<file path="config.mk">
export PLATFORM = sky130hd
export DESIGN_NAME = ysyx_22041071_mem_arb
export DESIGN_NICKNAME = d
export VERILOG_FILES = /design/src/rtl/ysyx_22041071_mem_arb.sv
export SDC_FILE = /design/constraint.sdc
export NUM_CORES = 1
export LEC_CHECK = 0
export BUFFER_PORTS_ARGS = -buffer_cell sky130_fd_sc_hd__buf_2
export CAP_MARGIN = 10
export CORE_AREA = 2 2 197 199
export CTS_CLUSTER_DIAMETER = 50
export DETAILED_ROUTE_END_ITERATION = 10
export DIE_AREA = 0 0 199 201
export SLEW_MARGIN = 10
export SYNTH_ARGS = -nofsm -noshare
export SYNTH_HDL_FRONTEND = slang
export SYNTH_SLANG_ARGS = --single-unit
</file>
<file path="constraint.sdc">
create_clock -name clk -period 3.19 [get_ports clk]
set_clock_uncertainty 0.05 [all_clocks]
set_input_delay 0.638 -clock clk [delete_from_list [all_inputs] [get_ports clk]]
set_output_delay 0.638 -clock clk [all_outputs]
set_load 0.01 [all_outputs]
</file>
<file path="src/rtl/ysyx_22041071_mem_arb.sv">
// Arbiter sharing one memory port between instruction fetch and the MEM stage.
// One transaction in flight: grant in IDLE, drive the bus in ISSUE, route the response in WAIT.
module ysyx_22041071_mem_arb #(
  parameter int MAX_MEM_STREAK = 4,
  parameter int TIMEOUT        = 255
) (
  input  logic        clk,
  input  logic        reset,
  input  logic        if_req_valid,
  output logic        if_req_ready,
  input  logic [63:0] if_addr,
  input  logic        if_flush,
  output logic        if_rsp_valid,
  output logic [31:0] if_rsp_data,
  input  logic        mem_req_valid,
  output logic        mem_req_ready,
  input  logic [63:0] mem_addr,
  input  logic        mem_wen,
  input  logic [63:0] mem_wdata,
  input  logic [7:0]  mem_wmask,
  output logic        mem_rsp_valid,
  output logic [63:0] mem_rsp_rdata,
  output logic        bus_req_valid,
  input  logic        bus_req_ready,
  output logic [63:0] bus_addr,
  output logic        bus_wen,
  output logic [63:0] bus_wdata,
  output logic [7:0]  bus_wmask,
  input  logic        bus_rsp_valid,
  input  logic [63:0] bus_rsp_rdata,
  input  logic        bus_rsp_err,
  output logic        busy,
  output logic        err
);

  localparam int SW = $clog2(MAX_MEM_STREAK + 1);
  localparam int TW = $clog2(TIMEOUT + 1);
  localparam logic [SW-1:0] STREAK_MAX = SW'(MAX_MEM_STREAK);
  localparam logic [TW-1:0] TIMER_MAX  = TW'(TIMEOUT);
  localparam logic OWN_IF  = 1'b0;
  localparam logic OWN_MEM = 1'b1;

  typedef enum logic [1:0] {
    ST_IDLE  = 2'd0,
    ST_ISSUE = 2'd1,
    ST_WAIT  = 2'd2
  } state_e;

  state_e        state_q, state_d;
  logic          owner_q;
  logic [SW-1:0] streak_q;
  logic [TW-1:0] timer_q;
  logic          squash_q;
  logic [63:0]   addr_q;
  logic          wen_q;
  logic [63:0]   wdata_q;
  logic [7:0]    wmask_q;

  logic          idle_s;
  logic          if_cand_s;
  logic          grant_mem_s;
  logic          grant_if_s;
  logic          done_s;
  logic          timeout_s;
  logic [63:0]   rsp_data_s;

  function automatic logic [31:0] pick_half(input logic [63:0] data, input logic hi);
    return hi ? data[63:32] : data[31:0];
  endfunction

  // A redirect in the same cycle withdraws the fetch request from arbitration.
  assign idle_s      = (state_q == ST_IDLE) & ~reset;
  assign if_cand_s   = if_req_valid & ~if_flush;
  assign grant_mem_s = idle_s & mem_req_valid & (~if_cand_s | (streak_q != STREAK_MAX));
  assign grant_if_s  = idle_s & if_cand_s & ~grant_mem_s;
  assign timeout_s   = (state_q == ST_WAIT) & ~bus_rsp_valid & (timer_q == TIMER_MAX);
  assign done_s      = (state_q == ST_WAIT) & (bus_rsp_valid | timeout_s);
  assign rsp_data_s  = bus_rsp_valid ? bus_rsp_rdata : 64'd0;

  assign bus_addr  = addr_q;
  assign bus_wen   = wen_q;
  assign bus_wdata = wdata_q;
  assign bus_wmask = wmask_q;

  // State register.
  always_ff @(posedge clk) begin
    if (reset) begin
      state_q <= ST_IDLE;
    end else begin
      state_q <= state_d;
    end
  end

  // Next-state logic.
  always_comb begin
    state_d = state_q;
    case (state_q)
      ST_IDLE: begin
        if (grant_mem_s | grant_if_s) begin
          state_d = ST_ISSUE;
        end else begin
          state_d = ST_IDLE;
        end
      end
      ST_ISSUE: begin
        if (bus_req_ready) begin
          state_d = ST_WAIT;
        end else begin
          state_d = ST_ISSUE;
        end
      end
      ST_WAIT: begin
        if (done_s) begin
          state_d = ST_IDLE;
        end else begin
          state_d = ST_WAIT;
        end
      end
      default: state_d = ST_IDLE;
    endcase
  end

  // Output decode; everything is forced low while reset is held.
  always_comb begin
    if_req_ready  = 1'b0;
    mem_req_ready = 1'b0;
    bus_req_valid = 1'b0;
    if_rsp_valid  = 1'b0;
    if_rsp_data   = 32'd0;
    mem_rsp_valid = 1'b0;
    mem_rsp_rdata = 64'd0;
    busy          = 1'b0;
    err           = 1'b0;
    if (!reset) begin
      busy = (state_q != ST_IDLE);
      case (state_q)
        ST_IDLE: begin
          if_req_ready  = grant_if_s;
          mem_req_ready = grant_mem_s;
        end
        ST_ISSUE: begin
          bus_req_valid = 1'b1;
        end
        ST_WAIT: begin
          if (done_s) begin
            err = bus_rsp_valid ? bus_rsp_err : 1'b1;
            if (owner_q == OWN_MEM) begin
              mem_rsp_valid = 1'b1;
              mem_rsp_rdata = rsp_data_s;
            end else begin
              if_rsp_valid = ~squash_q & ~if_flush;
              if_rsp_data  = pick_half(rsp_data_s, addr_q[2]);
            end
          end else begin
            err = 1'b0;
          end
        end
        default: begin
          busy = 1'b0;
        end
      endcase
    end else begin
      busy = 1'b0;
    end
  end

  // Grant-time latch of the request and MEM streak bookkeeping.
  always_ff @(posedge clk) begin
    if (reset) begin
      owner_q  <= OWN_IF;
      streak_q <= '0;
      addr_q   <= 64'd0;
      wen_q    <= 1'b0;
      wdata_q  <= 64'd0;
      wmask_q  <= 8'd0;
    end else if (grant_mem_s) begin
      owner_q <= OWN_MEM;
      addr_q  <= mem_addr;
      wen_q   <= mem_wen;
      wdata_q <= mem_wdata;
      wmask_q <= mem_wmask;
      if (!if_cand_s) begin
        streak_q <= '0;
      end else if (streak_q != STREAK_MAX) begin
        streak_q <= streak_q + SW'(1);
      end else begin
        streak_q <= streak_q;
      end
    end else if (grant_if_s) begin
      owner_q  <= OWN_IF;
      addr_q   <= if_addr;
      wen_q    <= 1'b0;
      wdata_q  <= 64'd0;
      wmask_q  <= 8'd0;
      streak_q <= '0;
    end else begin
      owner_q  <= owner_q;
      addr_q   <= addr_q;
      wen_q    <= wen_q;
      wdata_q  <= wdata_q;
      wmask_q  <= wmask_q;
      streak_q <= streak_q;
    end
  end

  // Watchdog: counts WAIT cycles without a response, restarts from zero on every entry.
  always_ff @(posedge clk) begin
    if (reset) begin
      timer_q <= '0;
    end else if ((state_q != ST_WAIT) || done_s) begin
      timer_q <= '0;
    end else begin
      timer_q <= timer_q + TW'(1);
    end
  end

  // Squash flag: a redirect during a fetch drops its response, the bus beat still completes.
  always_ff @(posedge clk) begin
    if (reset) begin
      squash_q <= 1'b0;
    end else if ((state_q == ST_IDLE) || done_s) begin
      squash_q <= 1'b0;
    end else if (if_flush && (owner_q == OWN_IF)) begin
      squash_q <= 1'b1;
    end else begin
      squash_q <= squash_q;
    end
  end

endmodule
</file>
==> key figures <==
Outcome
  • Status: completed

Cells and area
  • Layout cells sized above 1: 45.24%
  • Sequential Area: 3044 um2
  • Area of the multi-input gates: 3251 um2
  • Final instance area: 10,220 um2
  • ANT cells: 0
  • Final net count: 1,509
  • Most common cell after layout, fill and taps aside: buf_2
  • Area Overhead vs Synth: 55.35%
  • Fillers: 4,175
  • Commonest cells after routing, fill and taps aside: 511 x buf_2, 151 x dfxtp_1, 109 x nor2_1
  • Fin util: 26.81%

Synth
  • Synth Cell Area: 6576 um2
  • Syn nets: 1,030
  • Area leader, netlist: dfxtp_1
  • Post-synth EDFFs: 0
  • Mean Syn Cell Area: 8.768 um2
  • Synth top area share: 46.27%
  • Ranking of synthesized cells by area: dfxtp_1 46%, a22o_1 9.9%, a211oi_1 7.3%, nor2_1 6.2%, and2_1 6.1%
  • Most used DFF post-synth: dfxtp_1
  • Synth Register Bits: 152
  • YS warnings: 0
  • Post-synthesis sequential area ratio: 46.27%
  • Post-synthesis cell count: 750
  • Asr flop ratio synth: 0%
  • Cell variety after synth: 35

Setup path
  • Worst Setup Start Kind: flip-flop
  • Critical Path RT: 2.50 ns
  • R2R depth: 8
  • Crit path DAT: 2.22 ns
  • Worst Path Class, Setup: flip-flop to primary output
  • Critical path endpoint category: primary output
  • Worst Setup SP: state_q[0]
  • Crit Path Max Fanout: 60
  • End of the critical path: mem_rsp_rdata[63]
  • R2r setup slk: 1.00 ns
  • RR Endpoint: bus_addr[53]
  • Reg2reg start: state_q[1]

Timing
  • Slew at the pin closest to its max-slew limit: 0.9537 ns
  • Final Hold Vio Count: 0
  • Min Tclk post-route: 2.910 ns
  • Crit share post-route: 91.21%
  • Final Max Slew Viols: 0
  • Fmax: 343.7 MHz
  • Setup TNS Final: 0 ns
  • Count of final setup violators: 0
  • Headroom to the max-slew limit: 36.42%
  • RSZ-0062 raised after global routing: no

Placed design
  • Port bufs: 512
  • Dpl hpwl: 22,220 um
  • GP Congestion: 0.8292
  • Placement-stage cell area: 9688 um2

Power
  • Peak VDD IR: 372.9 uV
  • Total Power: 0.004916 W
  • Switching Share: 29.04%
  • P_sw: 0.001427 W
  • Combinational power share: 19.0%
  • Clock power share: 37.7%
  • Power Density: 481.2 nW/um2
  • Int Power: 0.003488 W
  • Seq pwr share: 43.4%
  • Static leakage: 5.226 nW

Clock tree
  • Hold_buf cts: 0
  • CTS Sinks: 152
  • Clock buffers created by TritonCTS: 17
  • CTS tree: built
  • Clock latency at the later pin of the worst-skew pair: 0.44 ns
  • Number of setup buffers added after CTS: 0
  • Worst-case clock buffer depth: 2
  • Root Driver: clkbuf_16
  • CTS clock-pin slew for the worst setup and hold paths: 0.07 ns
  • H-tree levels: 4
  • Resized Gates After CTS: 0

Detailed routing
  • Routed Antenna Nets: 0
  • DR iter-0 viols: 350
  • 1st-pass router iterations: 4
  • Routed WL per cell: 16.30 um
  • DRC: 0
  • Vias/cell: 4.265
  • Drt total wl: 28,660 um
  • Via Count: 7,498

GRT
  • Largest net degree at the start of global routing: 75
  • Gr ovfl total: 0
  • First-pass GRT wire length: 40,710 um
  • Number of global-route vias before repair: 7,210
  • Initial antenna violation count: 5
  • Total GRT Usage: 13.70%

Floorplan
  • # rows: 72
  • Die Width: 199 um
  • Core Footprint: 38,110 um2
  • Die area: 40,000 um2
  • IO Pins: 513
  • Starting density of the core: 17.26%
  • Die span in y: 201 um

Run
  • Max-Cap Viols: 0

Hold path
  • HP Class: input pin to flip-flop
registers in the layout, summed over array words and instances (netlist names):
name	flops
bus_addr	64
bus_wdata	64
bus_wmask	8
timer_q	8
streak_q	3
state_q	2
bus_wen	1
owner_q	1
squash_q	1
critical path, stage by stage (launching register included):
cell     delay (ns)
dfxtp_1        0.33
inv_1          0.08
ha_1           0.19
nor2b_1        0.31
and3_1         0.31
buf_12         0.23
and2_1         0.17
buf_2          0.13
Yosys cell counts, types with 2 or more instances:
master,n
clkbuf_1,37
buf_1,3
buf_2,22
buf_4,3
and3_1,3
nor3_1,3
and2_1,64
nand2_1,70
ha_1,7
a21oi_1,67
nand3_1,4
xor2_1,3
mux2i_1,33
dfxtp_1,152
nor2b_1,5
a22o_1,74
inv_1,7
xnor2_1,3
a211oi_1,64
nor2_1,109
and4_1,2
a22oi_1,2
cell families (layout without fill, tap and decap cells):
| family | after synthesis | after routing | share of synthesized area [%] |
|---|---|---|---|
| flops | 152 | 152 | 46.27 |
| compound gates | 215 | 215 | 23.42 |
| xor+xnor | 6 | 6 | 0.7992 |
| buf+inv | 73 | 563 | 4.756 |
| simple gates | 264 | 264 | 18.40 |
| fa+ha+maj | 7 | 7 | 1.332 |
| mux | 33 | 33 | 5.023 |
power by group through the flow:
stage	Clock (W)	Sequential (W)	Combinational, W
6_report	0.00185	0.00213	0.000933
3_5_place_dp	0	0.00217	0.000945
5_1_grt	0.00200	0.00215	0.00102
4_1_cts	0.00193	0.00213	0.000947
3_3_place_gp	0	0.00217	0.000938
2_1_floorplan	0	0.00223	0.000392
per-stage QoR:
step                setup slack (ns)  hold slack (ns)  cells
finish                        0.2805           0.3553   1758
global route                  0.1115           0.3284   1758
CTS                           0.2585           0.3106   1758
detailed placement            0.6213           0.3989   1728
global placement              0.6918           0.3796   1728
floorplan                     0.9114           0.3675    750
area by class of cell:
type,count,share of cell area (%)
inverters,8,0.3184
repair buffers,525,26.55
flip-flops and latches,152,29.80
well taps,518,6.344
multi-input cells,525,31.82
clock inverters,10,0.6981
clock buffers,20,4.470
routing by layer:
layer	global-route usage, %	routed length (um)	vias to the layer above	share of wire (%)
li1	-	-	3581	-
met1	13.60	10340	3487	36
met2	25.01	14660	359	51
met3	3.864	2228	65	7.8
met4	8.369	1389	6	4.8
met5	0	41	-	0.14
how the worst min path moves through the flow:
stage               slack, ns  cells past startpoint          start             to
finish                   0.36                      2  mem_wdata[51]  bus_wdata[51]
global route             0.33                      2   mem_wdata[3]   bus_wdata[3]
CTS                      0.31                      2  mem_wdata[51]  bus_wdata[51]
detailed placement       0.40                      1  bus_wdata[38]  bus_wdata[38]
global placement         0.38                      1     timer_q[0]     timer_q[0]
floorplan                0.37                      1     timer_q[0]     timer_q[0]
(Power assumes the default switching activity.)
